### src/rtl/conv3_window_ctrl.sv
// -----------------------------------------------------------------------------
// conv3_window_ctrl
//
// Frame-level controller for a 3x3 line-buffer window datapath. It accepts a
// raster-order pixel stream under a valid/ready handshake, drives the
// line-buffer shift enable and tracks the column/row position of every
// accepted pixel. Win_Valid is raised only when the 3x3 window holds a
// complete in-frame neighbourhood, so windows that span a row boundary, or
// that still contain stale pixels from a previous frame, never reach
// downstream.
//
// Optional feature (macro WIN_CENTER_COORD_EN): adds Win_Col / Win_Row, the
// registered window-center coordinates aligned with Win_Valid.
//
// Ports:
//   CLK        in   clock, rising edge
//   CLR        in   asynchronous active-high reset
//   Start      in   frame start request, sampled only in IDLE
//   Pix_Valid  in   upstream pixel present
//   Pix_Ready  out  controller accepts a pixel (combinational)
//   Shift_EN   out  line-buffer write/shift enable = Pix_Valid & Pix_Ready
//   Win_Valid  out  window outputs form a valid 3x3 window (registered)
//   Out_Ready  in   downstream consumes the window when Win_Valid & Out_Ready
//   Busy       out  high while a frame is in RUN or DRAIN
//   Frame_Done out  one-cycle pulse after the last window is consumed
//   Win_Col    out  window center column (WIN_CENTER_COORD_EN only)
//   Win_Row    out  window center row    (WIN_CENTER_COORD_EN only)
// -----------------------------------------------------------------------------
module conv3_window_ctrl #(
  parameter int IMG_Width  = 5,
  parameter int IMG_Height = 5,
  parameter int CW         = $clog2(IMG_Width),
  parameter int RW         = $clog2(IMG_Height)
) (
  input  logic          CLK,
  input  logic          CLR,
  input  logic          Start,
  input  logic          Pix_Valid,
  output logic          Pix_Ready,
  output logic          Shift_EN,
  output logic          Win_Valid,
  input  logic          Out_Ready,
  output logic          Busy,
  output logic          Frame_Done
`ifdef WIN_CENTER_COORD_EN
  ,
  output logic [CW-1:0] Win_Col,
  output logic [RW-1:0] Win_Row
`endif
);

  typedef enum logic [1:0] {
    ST_IDLE  = 2'd0,
    ST_RUN   = 2'd1,
    ST_DRAIN = 2'd2,
    ST_DONE  = 2'd3
  } state_t;

  localparam logic [CW-1:0] COL_LAST = CW'(IMG_Width - 1);
  localparam logic [RW-1:0] ROW_LAST = RW'(IMG_Height - 1);
  localparam logic [CW-1:0] COL_MIN  = CW'(2);
  localparam logic [RW-1:0] ROW_MIN  = RW'(2);

  state_t        state_r;
  state_t        state_nxt_s;
  logic [CW-1:0] col_r;
  logic [CW-1:0] col_nxt_s;
  logic [RW-1:0] row_r;
  logic [RW-1:0] row_nxt_s;
  logic          win_valid_r;
  logic          win_valid_nxt_s;

  logic          pix_ready_s;
  logic          accept_s;
  logic          col_last_s;
  logic          last_pix_s;
  logic          qual_s;

  // A pending window that downstream has not taken blocks shifting, since a
  // shift would overwrite the window data still being presented.
  assign pix_ready_s = (state_r == ST_RUN) && !(win_valid_r && !Out_Ready);
  assign accept_s    = Pix_Valid && pix_ready_s;
  assign col_last_s  = (col_r == COL_LAST);
  assign last_pix_s  = col_last_s && (row_r == ROW_LAST);
  // Accepts at Col<2 or Row<2 leave the window straddling a row wrap or
  // holding rows from before this frame, so only later positions qualify.
  assign qual_s      = accept_s && (col_r >= COL_MIN) && (row_r >= ROW_MIN);

  assign Pix_Ready  = pix_ready_s;
  assign Shift_EN   = accept_s;
  assign Win_Valid  = win_valid_r;
  assign Busy       = (state_r == ST_RUN) || (state_r == ST_DRAIN);
  assign Frame_Done = (state_r == ST_DONE);

  // Next-state, position counters and window-valid qualification.
  always_comb begin
    state_nxt_s     = state_r;
    col_nxt_s       = col_r;
    row_nxt_s       = row_r;
    win_valid_nxt_s = win_valid_r;
    case (state_r)
      ST_IDLE: begin
        if (Start) begin
          state_nxt_s     = ST_RUN;
          col_nxt_s       = {CW{1'b0}};
          row_nxt_s       = {RW{1'b0}};
          win_valid_nxt_s = 1'b0;
        end else begin
          state_nxt_s     = ST_IDLE;
        end
      end
      ST_RUN: begin
        if (accept_s) begin
          if (last_pix_s) begin
            // Counters are parked at the origin rather than letting Row
            // step past the frame height.
            state_nxt_s = ST_DRAIN;
            col_nxt_s   = {CW{1'b0}};
            row_nxt_s   = {RW{1'b0}};
          end else if (col_last_s) begin
            col_nxt_s   = {CW{1'b0}};
            row_nxt_s   = row_r + RW'(1);
          end else begin
            col_nxt_s   = col_r + CW'(1);
          end
        end else begin
          state_nxt_s = ST_RUN;
        end
        // A consume in the same cycle as a qualifying accept keeps the
        // strobe high so windows can stream back to back.
        if (qual_s) begin
          win_valid_nxt_s = 1'b1;
        end else if (Out_Ready) begin
          win_valid_nxt_s = 1'b0;
        end else begin
          win_valid_nxt_s = win_valid_r;
        end
      end
      ST_DRAIN: begin
        if (!win_valid_r || Out_Ready) begin
          state_nxt_s     = ST_DONE;
          win_valid_nxt_s = 1'b0;
        end else begin
          state_nxt_s     = ST_DRAIN;
        end
      end
      ST_DONE: begin
        state_nxt_s = ST_IDLE;
      end
      default: begin
        state_nxt_s     = ST_IDLE;
        col_nxt_s       = {CW{1'b0}};
        row_nxt_s       = {RW{1'b0}};
        win_valid_nxt_s = 1'b0;
      end
    endcase
  end

  // State, counter and window-valid registers.
  always_ff @(posedge CLK or posedge CLR) begin
    if (CLR) begin
      state_r     <= ST_IDLE;
      col_r       <= {CW{1'b0}};
      row_r       <= {RW{1'b0}};
      win_valid_r <= 1'b0;
    end else begin
      state_r     <= state_nxt_s;
      col_r       <= col_nxt_s;
      row_r       <= row_nxt_s;
      win_valid_r <= win_valid_nxt_s;
    end
  end

`ifdef WIN_CENTER_COORD_EN
  logic [CW-1:0] win_col_r;
  logic [RW-1:0] win_row_r;

  // Window center is one pixel up and left of the qualifying accept; the
  // value is only loaded with a new window, so it holds through a stall.
  always_ff @(posedge CLK or posedge CLR) begin
    if (CLR) begin
      win_col_r <= {CW{1'b0}};
      win_row_r <= {RW{1'b0}};
    end else if (qual_s) begin
      win_col_r <= col_r - CW'(1);
      win_row_r <= row_r - RW'(1);
    end else begin
      win_col_r <= win_col_r;
      win_row_r <= win_row_r;
    end
  end

  assign Win_Col = win_col_r;
  assign Win_Row = win_row_r;
`endif

endmodule

### config.mk
export PLATFORM = sky130hd
export DESIGN_NAME = conv3_window_ctrl
export DESIGN_NICKNAME = d
export VERILOG_FILES = /design/src/rtl/conv3_window_ctrl.sv
export SDC_FILE = /design/constraint.sdc
export NUM_CORES = 1
export LEC_CHECK = 0
export ABC_AREA = 1
export CORE_UTILIZATION = 47
export DETAILED_ROUTE_END_ITERATION = 8
export HOLD_SLACK_MARGIN = 0.08
export PLACE_DENSITY = 0.71
export SLEW_MARGIN = 5
export SYNTH_ARGS = -nofsm -noshare
export SYNTH_HDL_FRONTEND = slang
export SYNTH_SLANG_ARGS = --single-unit
### constraint.sdc
create_clock -name CLK -period 1.3 [get_ports CLK]
set_input_delay 0.325 -clock CLK [delete_from_list [all_inputs] [get_ports CLK]]
set_output_delay 0.325 -clock CLK [all_outputs]
set_load 0.05 [all_outputs]
==> results.txt <==
outcome - finished with violations
failing checks - negative setup slack
largest net degree at the start of global routing - 10
mapped cell area - 703.2 sq um
max-slew violations - 0
CTS clk-pin slew, worst paths - 0.07 ns
Yosys warnings - 0
multiplexer share of the synthesized area - 0%
global route total overflow - 0
Hold Slack - 0.3118 ns
main combinational cell family by area after synthesis - simple AND/OR/NAND/NOR gates
IO Pins - 10
Worst R2R Path Depth - 8
final non-filler cell total - 144
dpl cells - 135
initial core utilization - 52.09%
die area - 1655 sq um
Seq cells post-synth - 9
TritonCTS clock tree - done
Hold Path Class - in2async
top-area cell type share of the netlist area - 32.03%
antenna-violating nets left - 0
row cnt - 13
vias in the first global route - 609
setup TNS - -1.436 ns
Layout area overhead - 68.68%
Tot GR Track Use - 22.27%
Post-synth EDFFs - 0
Worst R2R Setup Slack - -0.19 ns
# setup viols final - 10
Finished Cell Area - 1186 sq um
Core ar. - 1350 sq um
Clock Sinks - 9
simple-gate share of the synthesized area - 35.05%
unrepaired setup endpoints after global routing - true
Placed Area - 1013 sq um
Die Wd - 40.68 um
Lkg Pwr - 0.6173 nW
CTS Hold Buffers Added - 0
Final period util - 124.3%
MaxCap Viol Count - 0
NumNets Final - 145
first-pass GRT wire length - 2421 um
vias post-DR - 787
Clk Latency, worst-skew pair - 0.27 ns
Yosys cell types - 15
sequential area share after synthesis - 32.03%
Remaining DRCs - 0
element type at the critical path end - output pin
Cells after Synth - 98
fraction of registers with async set/reset - 100.0%
Clock Skew - 0.006830 ns
Syn Area/Cell - 7.175 sq um
FILL cells - 73
post-synthesis adder-cell area fraction - 17.79%
clk buf depth - 2
Post-synth top cells - nand2_1, inv_1, ha_1
CTS H-tree lvls - 1
Power, Total - 2.577 mW
Least-Margin Pin Slew - 0.3562 ns
Hold Vio Cnt, Final - 0
DR iter-0 viols - 16
antenna violations before repair - 0
FMAX - 618.8 MHz
worst IR drop on VDD - 0.001601 V
CP Class - reg2out
leading post-synthesis cells by cell area - dfrtp_1, ha_1, nand2_1
area leader, netlist - dfrtp_1
Max-slew headroom - 76.23%
CP Launch Type - register
drt total wl - 2248 um
Post-DP HPWL - 1225 um
Port-buffer cells - 9
# diodes - 0
layout cells sized above 1 - 47.29%
Worst Path Required - 0.98 ns
top_reg_cell synth - dfrtp_1
compound-cell area share of the yosys netlist - 3.559%
Arrival @ worst endpoint - 1.29 ns
count leader, synth - nand2_1
Placer Congestion - 0.7958
vias per cell - 5.465
Pwr Density - 2172 nW/um^2
xor-xnor portion of the synthesized cell area - 2.491%
Max FO, Critical Path - 3
Routed WL per cell - 15.61 um
die span in y - 40.68 um
setup ws final - -0.3160 ns
Synthesized Nets - 113
CTS root buffer - clkbuf_4
min cycle time layout - 1.616 ns
Pre-antenna DRT Iters - 4
FF-to-FF Start - state_r[0]
CTS Buf Count - 3
## power by group
group          internal (mW)  switching (mW)  total (mW)
clock network          0.119           0.111       0.230
registers              0.364           0.101       0.465
logic                  0.843            1.04        1.88
## layer usage
metal	part of all wire, %	track usage (%)
met1	39	25.33
met2	52	38.49
met3	6.3	8.696
met4	3.1	5.833
met5	0	0
## metrics by stage
step | util, % | setup WS (ns)
after floorplan | - | -0.08328
after global placement | 75.07 | -0.2992
after detailed placement | 75.07 | -0.3123
after global routing | 87.86 | -0.3505
final | 87.86 | -0.3160
after CTS | 80.82 | -0.2866
## placed cells by master, fill, tap and decap left out, drive strengths merged
master         count
xor2               2
dfrtp              9
inv               16
a21oi              2
buf               23
o21ai              3
nand3b             2
nand4              1
dlygate4sd2        1
clkinvlp           1
nand2             36
clkbuf             4
nand3              6
clkdlybuf4s50      3
nor2              10
ha                10
## worst max-delay path, stage by stage, from the launching register on
cell and delay, ns:
dfrtp_1 0.43, ha_4 0.21, nand3_4 0.10, clkinvlp_4 0.12, buf_12 0.15
## worst max path at each step
stage / depth (start not counted) / to / from / slack, ns
after global placement: 5 / Pix_Ready / Out_Ready / -0.30
after global routing: 4 / Shift_EN / state_r[0] / -0.35
after detailed placement: 9 / state_r[0] / Out_Ready / -0.31
final: 4 / Shift_EN / state_r[0] / -0.32
after floorplan: 5 / register / Win_Valid / -0.08
after CTS: 5 / Shift_EN / register / -0.29
## layout make-up
class / count / area [sq um] / share of cell area (%)
repair buffers: 27 / 294.0 / 24.79
well taps: 15 / 18.77 / 1.582
clock buffers: 4 / 26.28 / 2.215
multi-input cells: 72 / 548.0 / 46.20
flip-flops and latches: 9 / 226.5 / 19.09
inverters: 17 / 72.57 / 6.118
## cell families (layout without fill, tap and decap cells)
logic type | count (synthesis) | after routing
XOR/XNOR | 2 | 2
AND/OR/NAND/NOR | 55 | 55
AO/OA/AOI/OAI | 5 | 5
adder cells (fa/ha/maj) | 10 | 10
buffers and inverters | 17 | 48
flip-flops | 9 | 9
## timing repair
action                                  CTS  global route
pin swaps                                 5             7
buffers inserted                          3             5
resized for setup                        15            21
endpoints found under the setup margin   12            13
Note: power is estimated with default switching activity, not from simulation.
